<file path="src/rtl/user_bus_rr_arbiter.sv">
// Round-robin arbiter sharing one downstream user bus (aw/w/b/ar/r) between
// C_NUM_PORTS upstream requesters. One transaction is in flight at a time and
// the grant is held until its response completes, so no IDs are needed.
module user_bus_rr_arbiter #(
  parameter int unsigned C_NUM_PORTS  = 2,
  parameter int unsigned C_ADDR_WIDTH = 32,
  parameter int unsigned C_DATA_WIDTH = 32
) (
  input  logic                                ACLK,
  input  logic                                ARESET,
  input  logic [C_NUM_PORTS-1:0]              s_awvalid,
  output logic [C_NUM_PORTS-1:0]              s_awready,
  input  logic [C_NUM_PORTS*C_ADDR_WIDTH-1:0] s_awaddr,
  input  logic [C_NUM_PORTS*8-1:0]            s_awlen,
  input  logic [C_NUM_PORTS-1:0]              s_wvalid,
  output logic [C_NUM_PORTS-1:0]              s_wready,
  input  logic [C_NUM_PORTS*C_DATA_WIDTH-1:0] s_wdata,
  input  logic [C_NUM_PORTS-1:0]              s_wlast,
  output logic [C_NUM_PORTS-1:0]              s_bvalid,
  input  logic [C_NUM_PORTS-1:0]              s_bready,
  input  logic [C_NUM_PORTS-1:0]              s_arvalid,
  output logic [C_NUM_PORTS-1:0]              s_arready,
  input  logic [C_NUM_PORTS*C_ADDR_WIDTH-1:0] s_araddr,
  input  logic [C_NUM_PORTS*8-1:0]            s_arlen,
  output logic [C_DATA_WIDTH-1:0]             s_rdata,
  output logic                                s_rlast,
  output logic [C_NUM_PORTS-1:0]              s_rvalid,
  input  logic [C_NUM_PORTS-1:0]              s_rready,
  output logic                                m_awvalid,
  input  logic                                m_awready,
  output logic [C_ADDR_WIDTH-1:0]             m_awaddr,
  output logic [7:0]                          m_awlen,
  output logic                                m_wvalid,
  input  logic                                m_wready,
  output logic [C_DATA_WIDTH-1:0]             m_wdata,
  output logic                                m_wlast,
  input  logic                                m_bvalid,
  output logic                                m_bready,
  output logic                                m_arvalid,
  input  logic                                m_arready,
  output logic [C_ADDR_WIDTH-1:0]             m_araddr,
  output logic [7:0]                          m_arlen,
  input  logic                                m_rvalid,
  output logic                                m_rready,
  input  logic [C_DATA_WIDTH-1:0]             m_rdata,
  input  logic                                m_rlast
);

  localparam int unsigned GW = (C_NUM_PORTS > 1) ? $clog2(C_NUM_PORTS) : 1;

  typedef enum logic [2:0] {IDLE, WADDR, WRESP, RADDR, RDATA} state_t;

  state_t                 state_q, state_d;
  logic [GW-1:0]          grant_q, grant_d;
  logic [GW-1:0]          last_grant_q, last_grant_d;
  logic                   aw_done_q, aw_done_d;
  logic                   w_done_q, w_done_d;
  logic [8:0]             beat_cnt_q, beat_cnt_d;
  logic [7:0]             len_q, len_d;

  logic [C_NUM_PORTS-1:0] req, gmask;
  logic [GW-1:0]          next_grant;
  logic                   next_aw, found;
  logic                   g_awvalid, g_wvalid, g_bready, g_arvalid, g_rready;
  logic                   aw_acc, w_acc, w_fin;
  logic [8:0]             beat_nxt;

  assign req     = s_awvalid | s_arvalid;
  assign s_rdata = m_rdata;

  // Pick the first requesting port after last_grant, wrapping around.
  always_comb begin
    found      = 1'b0;
    next_grant = last_grant_q;
    next_aw    = 1'b0;
    for (int unsigned i = 1; i <= C_NUM_PORTS; i++) begin
      for (int unsigned j = 0; j < C_NUM_PORTS; j++) begin
        if (!found && req[j] && (j == (32'(last_grant_q) + i) % C_NUM_PORTS)) begin
          found      = 1'b1;
          next_grant = GW'(j);
          next_aw    = s_awvalid[j];
        end
      end
    end
  end

  // Combinational select of the granted port's controls and payload.
  always_comb begin
    gmask     = '0;
    g_awvalid = 1'b0;
    g_wvalid  = 1'b0;
    g_bready  = 1'b0;
    g_arvalid = 1'b0;
    g_rready  = 1'b0;
    m_awaddr  = '0;
    m_awlen   = '0;
    m_wdata   = '0;
    m_araddr  = '0;
    m_arlen   = '0;
    for (int unsigned j = 0; j < C_NUM_PORTS; j++) begin
      if (grant_q == GW'(j)) begin
        gmask[j]  = 1'b1;
        g_awvalid = s_awvalid[j];
        g_wvalid  = s_wvalid[j];
        g_bready  = s_bready[j];
        g_arvalid = s_arvalid[j];
        g_rready  = s_rready[j];
        m_awaddr  = s_awaddr[j*C_ADDR_WIDTH +: C_ADDR_WIDTH];
        m_awlen   = s_awlen[j*8 +: 8];
        m_wdata   = s_wdata[j*C_DATA_WIDTH +: C_DATA_WIDTH];
        m_araddr  = s_araddr[j*C_ADDR_WIDTH +: C_ADDR_WIDTH];
        m_arlen   = s_arlen[j*8 +: 8];
      end
    end
  end

  // Next-state logic and handshake routing for the transaction FSM.
  always_comb begin
    state_d      = state_q;
    grant_d      = grant_q;
    last_grant_d = last_grant_q;
    aw_done_d    = aw_done_q;
    w_done_d     = w_done_q;
    beat_cnt_d   = beat_cnt_q;
    len_d        = len_q;
    m_awvalid    = 1'b0;
    m_wvalid     = 1'b0;
    m_wlast      = 1'b0;
    m_bready     = 1'b0;
    m_arvalid    = 1'b0;
    m_rready     = 1'b0;
    s_awready    = '0;
    s_wready     = '0;
    s_bvalid     = '0;
    s_arready    = '0;
    s_rvalid     = '0;
    s_rlast      = 1'b0;
    aw_acc       = 1'b0;
    w_acc        = 1'b0;
    w_fin        = 1'b0;
    beat_nxt     = beat_cnt_q;
    unique case (state_q)
      IDLE: begin
        if (found) begin
          grant_d = next_grant;
          state_d = next_aw ? WADDR : RADDR;
        end
      end
      WADDR: begin
        m_awvalid = g_awvalid & ~aw_done_q;
        m_wvalid  = g_wvalid & ~w_done_q;
        s_awready = gmask & {C_NUM_PORTS{m_awready & ~aw_done_q}};
        s_wready  = gmask & {C_NUM_PORTS{m_wready & ~w_done_q}};
        aw_acc    = m_awvalid & m_awready;
        w_acc     = m_wvalid & m_wready;
        if (aw_done_q) m_wlast = (beat_cnt_q == {1'b0, len_q});
        else           m_wlast = aw_acc & (beat_cnt_q == {1'b0, m_awlen});
        beat_nxt = beat_cnt_q + 9'(w_acc);
        // Beats that slipped through before AW (length unknown, wlast low)
        // still complete the burst once AW arrives and shows they covered it.
        w_fin = (w_acc & m_wlast) | (aw_acc & (beat_nxt > {1'b0, m_awlen}));
        if (aw_acc) len_d = m_awlen;
        if ((aw_done_q | aw_acc) && (w_done_q | w_fin)) begin
          state_d    = WRESP;
          aw_done_d  = 1'b0;
          w_done_d   = 1'b0;
          beat_cnt_d = '0;
        end else begin
          aw_done_d  = aw_done_q | aw_acc;
          w_done_d   = w_done_q | w_fin;
          beat_cnt_d = beat_nxt;
        end
      end
      WRESP: begin
        s_bvalid = gmask & {C_NUM_PORTS{m_bvalid}};
        m_bready = g_bready;
        if (m_bvalid && m_bready) begin
          last_grant_d = grant_q;
          state_d      = IDLE;
        end
      end
      RADDR: begin
        m_arvalid = g_arvalid;
        s_arready = gmask & {C_NUM_PORTS{m_arready}};
        if (m_arvalid && m_arready) begin
          len_d      = m_arlen;
          beat_cnt_d = '0;
          state_d    = RDATA;
        end
      end
      RDATA: begin
        s_rvalid = gmask & {C_NUM_PORTS{m_rvalid}};
        s_rlast  = m_rlast;
        m_rready = g_rready;
        if (m_rvalid && m_rready) begin
          beat_cnt_d = beat_cnt_q + 9'd1;
          if (beat_cnt_q == {1'b0, len_q}) begin
            last_grant_d = grant_q;
            beat_cnt_d   = '0;
            state_d      = IDLE;
          end
        end
      end
      default: state_d = IDLE;
    endcase
  end

  // State registers; reset leaves port 0 with first priority.
  always_ff @(posedge ACLK or posedge ARESET) begin
    if (ARESET) begin
      state_q      <= IDLE;
      grant_q      <= '0;
      last_grant_q <= GW'(C_NUM_PORTS - 1);
      aw_done_q    <= 1'b0;
      w_done_q     <= 1'b0;
      beat_cnt_q   <= '0;
      len_q        <= '0;
    end else begin
      state_q      <= state_d;
      grant_q      <= grant_d;
      last_grant_q <= last_grant_d;
      aw_done_q    <= aw_done_d;
      w_done_q     <= w_done_d;
      beat_cnt_q   <= beat_cnt_d;
      len_q        <= len_d;
    end
  end

endmodule

</file>
<file path="config.mk">
export PLATFORM = sky130hd
export DESIGN_NAME = user_bus_rr_arbiter
export DESIGN_NICKNAME = d
export VERILOG_FILES = /design/src/rtl/user_bus_rr_arbiter.sv
export SDC_FILE = /design/constraint.sdc
export NUM_CORES = 1
export LEC_CHECK = 0
export ABC_AREA = 1
export CAP_MARGIN = 20
export CELL_PAD_IN_SITES_DETAIL_PLACEMENT = 1
export CELL_PAD_IN_SITES_GLOBAL_PLACEMENT = 2
export CORE_ASPECT_RATIO = 0.5
export CORE_UTILIZATION = 10
export CTS_CLUSTER_SIZE = 20
export DETAILED_ROUTE_END_ITERATION = 8
export PLACE_DENSITY = 0.85
export SLEW_MARGIN = 25
export SYNTH_ARGS = -nofsm -noshare
export SYNTH_HDL_FRONTEND = slang
export SYNTH_SLANG_ARGS = --single-unit
</file>
<file path="constraint.sdc">
create_clock -name ACLK -period 3.2 [get_ports ACLK]
set_input_delay 0.64 -clock ACLK [delete_from_list [all_inputs] [get_ports ACLK]]
set_output_delay 0.64 -clock ACLK [all_outputs]
set_load 0.02 [all_outputs]
</file>
### After elaboration in Yosys (flattened, before gate mapping)

Cells that the tools add are included.

| word-level totals | value |
|---|---|
| flip-flop bits (word level) | 24 |
| bits in latches | 0 |
| bits in writable memories | 0 |
| bits in read-only memories | 0 |
| input bits | 276 |
| logic and storage cells | 130 |
| memories | 0 |

| operators by class | value |
|---|---|
| add/sub/neg operators | 4 |
| multipliers | 0 |
| divide/modulo/power cells | 0 |
| magnitude comparators | 1 |
| equality and inequality tests | 13 |
| shifts and indexed selects | 0 |
| multiplexer cells | 60 |
| bitwise gates (word level) | 20 |
| reduce and logical (&&, ||, !) cells | 25 |

Operator list:

| operator | number |
|---|---|
| 32-bit two-way mux | 3 |
| 32-bit zero test | 2 |
| 9-bit two-way mux | 4 |
| 1-bit two-way mux | 33 |
| 8-bit two-way mux | 4 |
| 9-bit one-hot mux with 3 select lines | 1 |
| 9-bit by 8-bit == test with 1-bit output | 2 |
| 3-bit two-way mux | 6 |
| 8-bit one-hot mux with 2 select lines | 1 |
| 3-bit one-hot mux with 5 select lines | 1 |
| 2-bit inequality test (second input constant) | 7 |
| 2-bit two-way mux | 6 |
| 1-bit logical AND | 11 |
| 2-bit AND | 5 |
| 9-bit by 1-bit adder with 9-bit output | 1 |
| 9-bit by 1-bit adder with 9-bit output (second input constant) | 1 |
| 1-bit AND | 9 |
| 9-bit by 8-bit > comparator with 1-bit output | 1 |
| 3-bit by 2-bit == test with 1-bit output (second input constant) | 2 |
| 3-bit AND reduction | 2 |
| 6-bit AND reduction | 1 |
| 4-bit AND reduction | 1 |
| 2-bit nonzero test | 2 |
| 3-bit by 1-bit == test with 1-bit output (second input constant) | 1 |
| 10 further kinds | 16 |

### Longest topological paths before layout

Gate-level depths: netlist of the first run.

| depth | value |
|---|---|
| depth after elaboration | 19 |
| gate-level depth with buffers | 27 |
| depth with buffers taken out | 25 |

### Worst setup path before layout of the first run

OpenSTA, ideal clock, no wires.

| timing path | value |
|---|---|
| path kind | in2reg |
| from | input port s_wvalid[0] |
| to | register state_q[0] |
| arrival time | 2.975 ns |
| setup slack | 0.100 ns |
| cell stages on the path | 24 |
| path buffers | 0 |
| path through | nor2_1 -> nor2_1 -> o21ai_0 -> nor2_1 -> ha_1 -> ha_1 -> inv_1 -> nor3_1 -> xor2_1 -> inv_1 -> ha_1 -> nand2_1 -> inv_1 -> nand3_2 -> nor2_1 -> nor2_1 -> nand2_1 -> nand3_2 -> nand2_2 -> nand2_4 -> nand2_2 -> nand2_2 -> nand2_1 -> nand2_1 |

| between the ends | value |
|---|---|
| word-level cells in the longest chain between the ends | 11 |
| elaborated cells on any way between the ends | 12 |

RTL lines:

| what | RTL line | text |
|---|---|---|
| start: declaration | 15 | `input logic [C_NUM_PORTS-1:0] s_wvalid,` |
| 1-bit two-way mux * | 101 | `if (grant_q == GW'(j)) begin` |
| 1-bit AND * | 151 | `m_wvalid = g_wvalid & ~w_done_q;` |
| 1-bit AND * | 155 | `w_acc = m_wvalid & m_wready;` |
| 9-bit by 1-bit adder with 9-bit output | 158 | `beat_nxt = beat_cnt_q + 9'(w_acc);` |
| 9-bit by 8-bit > comparator with 1-bit output | 161 | `w_fin = (w_acc & m_wlast) \| (aw_acc & (beat_nxt > {1'b0, m_awlen}));` |
| 1-bit AND | 161 |  |
| 1-bit bitwise OR * | 161 |  |
| 1-bit bitwise OR * | 163 | `if ((aw_done_q \| aw_acc) && (w_done_q \| w_fin)) begin` |
| 1-bit logical AND * | 163 |  |
| 2-bit inequality test (no line) * | - |  |
| 6-bit AND reduction (no line) * | - |  |
| end signal: assignment | 219 | `state_q <= state_d;` |
| end: declaration | 53 | `state_t state_q, state_d;` |

Every way passes the cells marked *; elsewhere a longest branch is shown, timed or not.
A chain may end at the register's enable or synchronous reset.

### Worst setup path in the final report of the first run

| timing path | value |
|---|---|
| from | register grant_q |
| to | output port m_wlast |

| between the ends | value |
|---|---|
| word-level cells in the longest chain between the ends | 7 |
| elaborated cells on any way between the ends | 9 |

RTL lines:

| what | RTL line | text |
|---|---|---|
| start: declaration | 54 | `logic [GW-1:0] grant_q, grant_d;` |
| start signal: assignment | 220 | `grant_q <= grant_d;` |
| parallel branches: the longest is 3 deep, another holds 9-bit by 8-bit == test with 1-bit output | - |  |
| 1-bit AND * | 157 | `else m_wlast = aw_acc & (beat_cnt_q == {1'b0, m_awlen});` |
| 1-bit two-way mux * | 156 | `if (aw_done_q) m_wlast = (beat_cnt_q == {1'b0, len_q});` |
| 1-bit two-way mux * (2 in a row) | 142 | `unique case (state_q)` |
| end: declaration | 36 | `output logic m_wlast,` |

Mark *: on every way between the ends. The select of a mux whose other input is x is not followed.

==> metrics.cfg, run 1 <==
[status]
status = finished clean

[route]
drc = 0
finalWirelength_um = 27710
postRouteAntennaNets = 0
drt_first_pass_iters = 4
wl_per_cell_um = 16.38
via_count = 6072
via_per_inst = 3.589
dr.first_iter.drc_count = 236

[placed_design]
place_inst = 1679
post-place-ws_ps = -697.6
placed_area_um2 = 8448
portBuffers = 370
dp_hpwl_um = 23460
gp_congestion = 0.8439

[clocking]
ctsRootBufferMaster = clkbuf_16
cts_inserted_buffers = 3
cts_tree = yes
cts_max_level = 1
cts.sinks = 24
clk_path_buf_depth = 2
holdBufCountCts = 0
clk_pin_slew_worst_paths_ps = 70
clk_latency_ps = 260

[worst_setup_path]
startpoint = grant_q
required_ps = 2560
rr_startpoint = grant_q
path_class = register to output port
endpoint_kind = output port
crit_fanout = 82
crit_arrival_ps = 2390
worstSetupStartpointType = register

[die]
die_w_um = 288.8
start_util = 0.1016
dieArea_um2 = 41990
die_y_um = 145.4
num_rows = 52
coreArea_um2 = 40470
ios = 437

[min_path]
min_from = last_grant_q
hp-class = register to register

[global_route]
grt_pass1_vias = 6346
grt_max_degree = 86
grt_pass1_wl_um = 40480
grtUsageTotal = 0.1279
grt.overflow.total = 0
antenna_found_initial = 2

[sta]
fin_ws_ps = 168.2
post-route-min-period_ps = 3032
setup_viol = 0
rsz0062_at_grt = true
post-route-period-util = 0.9474
maxSlewHeadroom = 0.5961
worst_slew_pin_slew_ps = 605.2
fin_tns_setup_ps = 0
hold_viol = 0
fin_skew_ps = 2.414
max_freq_mhz = 329.8
maxSlewViolCount = 0

[yosys]
synthFlopType = dfrtp_1
synth_seq_cells = 24
synthArstFlopShare = 1.000
synth_cells = 794
synth-edff-count = 0
synthesis.area_um2 = 4113
synthDistinctLibCells = 42
yosysSeqAreaShare = 0.1463
ys_warn_count = 0
synth.avg_cell_area_um2 = 5.180
syn_nets = 1081

[pwr]
irDropWorstVdd_mv = 0.4953
p_per_area_nw_per_um2 = 847.0
p_leak_nw = 4.107

[layout]
nNetsFinal = 1439
drive_above_1_share = 0.1043
final_util = 0.2160
final_area_um2 = 8742
syn_to_final_growth_pct = 112.6
stdcell_count = 1692
n_fill_cell = 5061

[job]
drv_cap = 0

cell usage in the layout (no fill, tap or decap), types with 2 or more instances in the layout:
cell type	n
nor2_1	47
nand2_1	426
ha_1	5
buf_4	48
dfrtp_1	22
nand4_1	4
a21oi_2	2
inv_1	71
clkbuf_16	3
nand2_4	4
o21ai_0	13
mux2i_1	3
nand3_2	5
buf_12	6
xor2_2	2
o21ai_2	3
clkdlybuf4s50_1	355
nor3_2	2
nor2_2	5
buf_6	4
a31oi_1	2
inv_2	7
nor3_1	13
clkinv_1	2
nand3_1	22
nor2_4	2
xor2_1	7
a21oi_1	14
o21ai_1	10
nand2_2	12
inv_4	2
o211ai_1	6
ha_4	5
xnor2_1	2
cells in the mapped netlist, types with 2 or more instances:
| library cell | number | area, um^2 |
|---|---|---|
| o21ai_1 | 9 | 45.04 |
| mux2i_1 | 3 | 30.03 |
| nand2_1 | 430 | 1614 |
| nand3_2 | 3 | 30.03 |
| o21ai_2 | 2 | 17.52 |
| clkinv_1 | 2 | 7.510 |
| xor2_1 | 9 | 78.83 |
| nor2_4 | 2 | 22.52 |
| inv_1 | 74 | 277.8 |
| clkbuf_1 | 24 | 90.09 |
| xnor2_1 | 2 | 17.52 |
| o211ai_1 | 6 | 45.04 |
| nor3_1 | 14 | 70.07 |
| nand4_1 | 4 | 25.02 |
| nand2_2 | 9 | 56.30 |
| o21ai_0 | 15 | 75.07 |
| ha_1 | 11 | 137.6 |
| dfrtp_1 | 23 | 575.6 |
| inv_2 | 5 | 18.77 |
| nand2_4 | 2 | 22.52 |
| nor2_1 | 51 | 191.4 |
| buf_4 | 36 | 270.3 |
| a31oi_1 | 2 | 12.51 |
| nand3_1 | 24 | 120.1 |
| a21oi_1 | 15 | 75.07 |
sequential cells by signal, summed over array words and instances (netlist names):
name          count
aw_done_q         1
beat_cnt_q        9
grant_q           1
last_grant_q      1
len_q             8
state_q           3
w_done_q          1
repair_timing:
item,in CTS,in global routing
gates resized for setup,19,20
cloned,1,0
setup buffers,6,1
pin swaps,19,19
endpoints found under the setup margin,13,14
worst max-delay path, cell delays in order (launching register included):
cell and delay (ps):
dfrtp_4 450, buf_4 150, buf_16 250, nand2_1 90, nand2_1 120, nand3_2 160, nor2_1 150, nand2_1 120
o21ai_2 190, inv_1 60, nor2_1 110, buf_4 170
where the power goes:
| group | switching, mW | internal, mW | total (mW) | leakage, nW |
|---|---|---|---|---|
| Combinational | 3.81 | 2.66 | 6.47 | 3.78 |
| Sequential | 0.181 | 0.468 | 0.649 | 0.286 |
| Clock | 0.118 | 0.171 | 0.289 | 0.0382 |
worst paths after layout:
| check | to | slack [ps] | cells after the start |
|---|---|---|---|
| worst max-delay path | m_wlast | 170 | 11 |
| worst min-delay path | last_grant_q | 500 | 2 |
| worst max register to register | state_q[0] | 200 | 24 |
| worst min register to register | last_grant_q | 500 | 2 |
| max in group asynchronous | beat_cnt_q[6] | 1840 | 3 |
| min in group asynchronous | aw_done_q | 750 | 2 |
cells by family after synthesis:
group / after synthesis / synth area share
simple gates: 544 / 0.5345
buf+inv: 146 / 0.1728
compound gates: 55 / 0.08214
flops: 24 / 0.1463
xor+xnor: 11 / 0.02343
fa+ha+maj: 11 / 0.03346
mux: 3 / 0.007302
metal layers:
layer | up-vias | GRT usage | routed length, um
met1 | 2810 | 0.1550 | 11660
li1 | 3096 | - | -
met4 | 2 | 0.03158 | 613
met5 | - | 0 | 7
met3 | 29 | 0.02524 | 1290
met2 | 135 | 0.2295 | 14130
layout make-up:
cell class	instances	area (um^2)	share of cell area
inverters	82	312.8	0.03578
well taps	540	675.6	0.07729
clock buffers	4	78.83	0.009017
multi-input cells	625	2939	0.3362
repair buffers	416	4128	0.4722
flip-flops and latches	24	605.6	0.06927
diodes	1	2.502	0.0002862
through the flow:
step / hold slack, ps / power (mW)
floorplan: 471.3 / 3.945
global placement: 483.1 / 6.892
detailed placement: 493.7 / 6.925
CTS: 504.3 / 7.366
global route: 524.9 / 7.996
finish: 501.1 / 7.405
(Power assumes the default switching activity.)
==> run 2: changes to the inputs <==
--- a/config.mk
+++ b/config.mk
@@ -13,6 +13,7 @@
 export CORE_UTILIZATION = 10
 export CTS_CLUSTER_SIZE = 20
 export DETAILED_ROUTE_END_ITERATION = 8
+export GPL_TIMING_DRIVEN = 1
 export PLACE_DENSITY = 0.85
 export SLEW_MARGIN = 25
 export SYNTH_ARGS = -nofsm -noshare
==> results of run 2 <==
Same layout as run 1: the final DEF is identical, and so are final timing and power.
